==> config.mk <==
export PLATFORM = sky130hd
export DESIGN_NAME = sipo_deframer
export DESIGN_NICKNAME = d
export VERILOG_FILES = /design/src/rtl/sipo_deframer.sv
export SDC_FILE = /design/constraint.sdc
export NUM_CORES = 1
export LEC_CHECK = 0
export ABC_AREA = 0
export BUFFER_PORTS_ARGS = -buffer_cell sky130_fd_sc_hd__buf_2
export CAP_MARGIN = 20
export CORE_AREA = 2 2 39 41
export CTS_BUF_LIST = sky130_fd_sc_hd__clkbuf_4 sky130_fd_sc_hd__clkbuf_8 sky130_fd_sc_hd__clkbuf_16
export DETAILED_ROUTE_END_ITERATION = 12
export DIE_AREA = 0 0 41 43
export GPL_TIMING_DRIVEN = 0
export MAX_ROUTING_LAYER = met4
export PLACE_DENSITY = 0.75
export SLEW_MARGIN = 20
export SYNTH_ARGS = -nofsm -noshare
export SYNTH_HDL_FRONTEND = slang
export SYNTH_SLANG_ARGS = --single-unit
==> constraint.sdc <==
create_clock -name clk -period 2 [get_ports clk]
set_clock_uncertainty 0.15 [all_clocks]
set_input_delay 0.4 -clock clk [delete_from_list [all_inputs] [get_ports clk]]
set_output_delay 0.4 -clock clk [all_outputs]
set_load 0.05 [all_outputs]
==> src/rtl/sipo_deframer.sv <==
// sipo_deframer
//   Serial-to-parallel receive stage for an LSB-first serial stream (the
//   companion PISO's serial_out). Accepted bits are shifted into an assembly
//   register; every N accepted bits form a word that is moved into a one-word
//   holding register exposed on a valid/ready port. A word that completes
//   while the holding register is full and not being drained is dropped and
//   recorded on the sticky overrun flag.
//
// Ports
//   clk          clock, all state updates on the rising edge
//   rst          synchronous active-high reset, overrides every other input
//   bit_valid    serial_in carries a valid bit this cycle
//   serial_in    serial data, LSB of each word first
//   start        frame sync: discard partial word and restart the bit count
//   clr_overrun  clear the overrun flag (a same-cycle overrun wins)
//   data_out     word held in the holding register
//   data_valid   holding register is full
//   data_ready   consumer takes data_out this cycle
//   overrun      sticky: a completed word was dropped
//   busy         a partial word is in progress
module sipo_deframer #(
  parameter int N = 4
) (
  input  logic         clk,
  input  logic         rst,
  input  logic         bit_valid,
  input  logic         serial_in,
  input  logic         start,
  input  logic         clr_overrun,
  output logic [N-1:0] data_out,
  output logic         data_valid,
  input  logic         data_ready,
  output logic         overrun,
  output logic         busy
);

  localparam int CW = $clog2(N) + 1;

  logic [CW-1:0] r_count;
  logic [N-1:0]  r_asm;
  logic [N-1:0]  r_data_out;
  logic          r_data_valid;
  logic          r_overrun;

  logic [CW-1:0] w_count_base;
  logic [N-1:0]  w_asm_next;
  logic          w_word_done;
  logic          w_drain;
  logic          w_drop;

  // start restarts the count before the current bit is considered, so a bit
  // arriving with start becomes bit 0 of the new word.
  always_comb begin
    w_count_base = start ? '0 : r_count;
    w_asm_next   = {serial_in, r_asm[N-1:1]};
    w_word_done  = bit_valid && (w_count_base == CW'(N - 1));
    w_drain      = r_data_valid && data_ready;
    w_drop       = w_word_done && r_data_valid && !data_ready;
  end

  always_ff @(posedge clk) begin
    if (rst) begin
      r_count <= '0;
      r_asm   <= '0;
    end else if (bit_valid) begin
      r_asm   <= w_asm_next;
      r_count <= w_word_done ? '0 : w_count_base + CW'(1);
    end else if (start) begin
      r_count <= '0;
    end
  end

  always_ff @(posedge clk) begin
    if (rst) begin
      r_data_out   <= '0;
      r_data_valid <= 1'b0;
    end else if (w_word_done && (!r_data_valid || data_ready)) begin
      r_data_out   <= w_asm_next;
      r_data_valid <= 1'b1;
    end else if (w_drain) begin
      r_data_valid <= 1'b0;
    end
  end

  always_ff @(posedge clk) begin
    if (rst) begin
      r_overrun <= 1'b0;
    end else if (w_drop) begin
      r_overrun <= 1'b1;
    end else if (clr_overrun) begin
      r_overrun <= 1'b0;
    end
  end

  assign data_out   = r_data_out;
  assign data_valid = r_data_valid;
  assign overrun    = r_overrun;
  assign busy       = (r_count != '0);

endmodule

# == Word level (Yosys, flattened, before mapping) ==
# Index checks and enable logic that the tools add are counted.
# Widths: inputs -> output; s select.
# totals
regBits,13
inputBits,7
word_cells,25
# op_classes
addsub,1
n_eq_ne,1
muxes,7
reduce_logical,11
# op_table
cell,count
$mux 3,3
$logic_and 1x1->1,5
$mux 1,4
$reduce_bool 2->1,2
$add 3x1->3 const B,1
$eq 3x2->1 const B,1
$reduce_bool 3->1,1
$logic_not 1->1,2
$logic_or 1x1->1,1

# == Logic depth before layout (Yosys ltp) ==
# logic_depth
ltp_word,6
depth_mapped,5

# == Least setup slack after synthesis ==
# Ideal clock, no wire load.
# synth_path
kind,reg2reg
start,"register r_data_valid, in the netlist data_valid"
end,"register r_data_out[0], in the netlist data_out[0]"
setup_time_ns,0.118
arrival_time_ns,1.272
setup_slack_ns,0.459
stages_incl_launch_ff,5
period_less_slack_ns,1.541
path_cell_list,dfxtp_1 -> nor2b_4 -> and4b_1 -> buf_6 -> mux2i_1
# synth_via
elab_chain_len,3
# synth_rtl
item,line,rtl
start: declaration,42,logic r_data_valid;
start signal: assignment,76,r_data_valid <= 1'b0;
start signal: assignment,79,r_data_valid <= 1'b1;
start signal: assignment,81,r_data_valid <= 1'b0;
$logic_not 1->1,77,end else if (w_word_done && (!r_data_valid || data_ready)) begin
$logic_or 1x1->1,77,
$logic_and 1x1->1,77,
end signal: assignment,78,r_data_out <= w_asm_next;
end: declaration,41,logic [N-1:0] r_data_out;
# Every way passes these cells.
# A chain may end at the register's enable or synchronous reset.

# == Final worst setup path ==
# layout_path
start,register r_count[2]
end,output port busy
# layout_via
elab_chain_len,1
# layout_rtl
item,line,rtl
start: declaration,39,logic [CW-1:0] r_count;
start signal: assignment,67,r_count <= w_word_done ? '0 : w_count_base + CW'(1);
$reduce_bool 3->1,98,assign busy = (r_count != '0);
end: declaration,34,output logic busy
# Every way passes these cells.

==> results.py <==
metrics = {
    "run_status": {
        "outcome": "finished, final reports clean",
    },
    "setup_path": {
        "cp-end-kind": "output port",
        "crit_path_start_kind": "flop",
        "crit_family": "flip-flops",
        "max_stage_delay_ns": 0.34,
        "path_cells": "or3_1, buf_2",
        "path_class": "flop to output port",
        "critPathRequiredTime_ns": 1.45,
        "crit_fanout": 2,
        "critPathSlowestCell": "dfxtp_1",
        "crit_buf_inv": 1,
        "arrival_ns": 1.15,
        "r2r_slack_ns": 0.55,
    },
    "placement": {
        "dp_hpwl_um": 659,
        "portBuffers": 12,
        "gp_congestion": 0.646,
        "dp.cells": 78,
    },
    "clocking": {
        "htreeDepth": 1,
        "cts_setup_buffers": 0,
        "cts-root-buf": "clkbuf_4",
        "cts_sinks": 12,
        "cts_buffers": 3,
        "cts_tree": "done",
        "cts_resized": 0,
        "cts_buffer_depth": 2,
        "clk_pin_slew_ns": 0.07,
        "clk_latency_ns": 0.27,
        "cts_hold_buffers": 0,
    },
    "drt": {
        "drt_iter0_markers": 4,
        "wirelength_um": 858,
        "drc": 0,
        "ant_nets": 0,
        "viasPerCell": 4.70,
        "dr.pass1.iters": 2,
        "vias": 385,
        "wl_per_cell_um": 10.5,
    },
    "sta": {
        "setup-violations-final": 0,
        "finalCritPeriodShare": 0.851,
        "slew_viol_final": 0,
        "relSlewSlack": 0.844,
        "rsz0062_at_grt": "false",
        "timing.fmax_mhz": 587,
        "hold_viol": 0,
        "max_slew.worst_pin.slew_ns": 0.233,
        "fin_tns_setup_ns": 0,
        "min_period_ns": 1.70,
    },
    "synth": {
        "synth-edff-count": 0,
        "netlist.area_leader.share": 0.443,
        "yosysMostFrequentCell": "dfxtp_1",
        "yosysSeqAreaShare": 0.443,
        "ys_top_cells_by_area": "dfxtp_1, mux2i_1, nand2b_1",
        "ys_dominant_reg_cell": "dfxtp_1",
        "async_flop_share": 0,
        "synth-simple-area-share": 0.263,
        "synth-compound-area-share": 0.0508,
        "synthMuxAreaShare": 0.148,
        "synthAdderAreaFrac": 0.0231,
        "ys_top_cells_by_count": "dfxtp_1, nand2b_1, mux2i_1",
        "syn_inst": 50,
        "ys_seq_elements": 12,
        "yosys.area.top_type": "dfxtp_1",
        "synthXorXnorAreaFrac": 0.0162,
        "syn-cell-area_sq_um": 542,
        "yosys_warnings": 0,
        "synth.distinct_cells": 18,
        "synth_top_family_by_area": "simple AND/OR/NAND/NOR gates",
        "avgSynthCellArea_sq_um": 10.8,
        "syn_nets": 58,
    },
    "floorplan": {
        "die_area_sq_um": 1760,
        "die_x_um": 41,
        "core_sq_um": 1380,
        "start_util": 0.392,
        "io_pins": 14,
        "row_count": 14,
        "die_h_um": 43,
    },
    "finish": {
        "n_antenna_cell": 0,
        "drive_above_1_share": 0.348,
        "layout.nets": 75,
        "syn2layout_area_growth_pct": 21.5,
        "fin_cells": 82,
    },
    "grt": {
        "grt_overflow": 0,
        "grt_pass1_wl_mm": 1.35,
        "grt_pass1_vias": 355,
        "grt_max_degree": 11,
        "antenna_found_initial": 0,
        "grtUsageTotal": 0.120,
    },
    "power": {
        "power_density_nw_per_um2": 730,
        "total_power_uw": 481,
        "ir_worst_vdd_v": 0.000267,
        "p_leak_nw": 0.291,
    },
    "worst_hold_path": {
        "hp-class": "input port to flop",
    },
    "job": {
        "maxCapViolations": 0,
    },
}
per-stage QoR:
stage | hold slack [ns] | instance area [sq um] | setup WS (ns) | utilization
6_report | 0.219 | 658 | 0.297 | 0.476
5_1_grt | 0.220 | 658 | 0.250 | 0.476
4_1_cts | 0.214 | 658 | 0.286 | 0.476
3_5_place_dp | 0.307 | 622 | 0.295 | 0.449
3_3_place_gp | 0.305 | 622 | 0.323 | 0.449
2_1_floorplan | 0.301 | 542 | 0.459 | -
logic make-up after synthesis:
kind of cell,count (synthesis)
AND/OR/NAND/NOR,21
flip-flops,12
multiplexers,8
AO/OA/AOI/OAI,4
buffers and inverters,3
XOR/XNOR,1
adder cells (fa/ha/maj),1
where the power goes:
part | total (mW) | switching, mW | leakage (nW) | internal (mW)
clock | 0.192 | 0.0814 | 0.0210 | 0.111
combinational | 0.0428 | 0.0225 | 0.173 | 0.0203
sequential | 0.246 | 0.00254 | 0.0973 | 0.243
total | 0.481 | 0.106 | 0.291 | 0.374
path summary, 6_finish.rpt:
check	cells after the start	start	to
setup reg to reg	5	r_count[0]	data_out[0]
setup / recovery	2	r_count[2]	busy
hold / removal	2	bit_valid	r_count[2]
hold reg to reg	2	data_out[2]	data_out[2]
metal layers:
layer | routed length, um | GRT usage | up-vias | share of wire
li1 | - | - | 208 | -
met2 | 409 | 0.181 | 12 | 0.48
met5 | 0 | - | - | 0
met4 | 15 | 0.0800 | 0 | 0.017
met1 | 398 | 0.121 | 163 | 0.46
met3 | 34 | 0.0471 | 2 | 0.040
layout make-up:
cell class,count,area [sq um]
sequential,12,240
timing repair buffer,12,60.1
fill,137,726
tap,16,20.0
buffer,3,30.0
clock buffer,4,36.3
multi-input combinational,35,272
sequential cells by signal, summed over array words and instances (netlist names):
signal / count
r_asm: 3
data_out: 4
r_count: 3
data_valid: 1
overrun: 1
layout by cell type, fill, tap and decap left out, drive strengths merged:
master / instances
or3: 1
dfxtp: 12
a211oi: 1
nand2b: 10
and4b: 1
buf: 15
nand4: 1
a21oi: 1
xnor2: 1
a311oi: 1
ha: 1
mux2i: 8
and2b: 2
nor2: 5
a31oi: 1
clkbuf: 4
nor2b: 1
(Power assumes the default switching activity.)
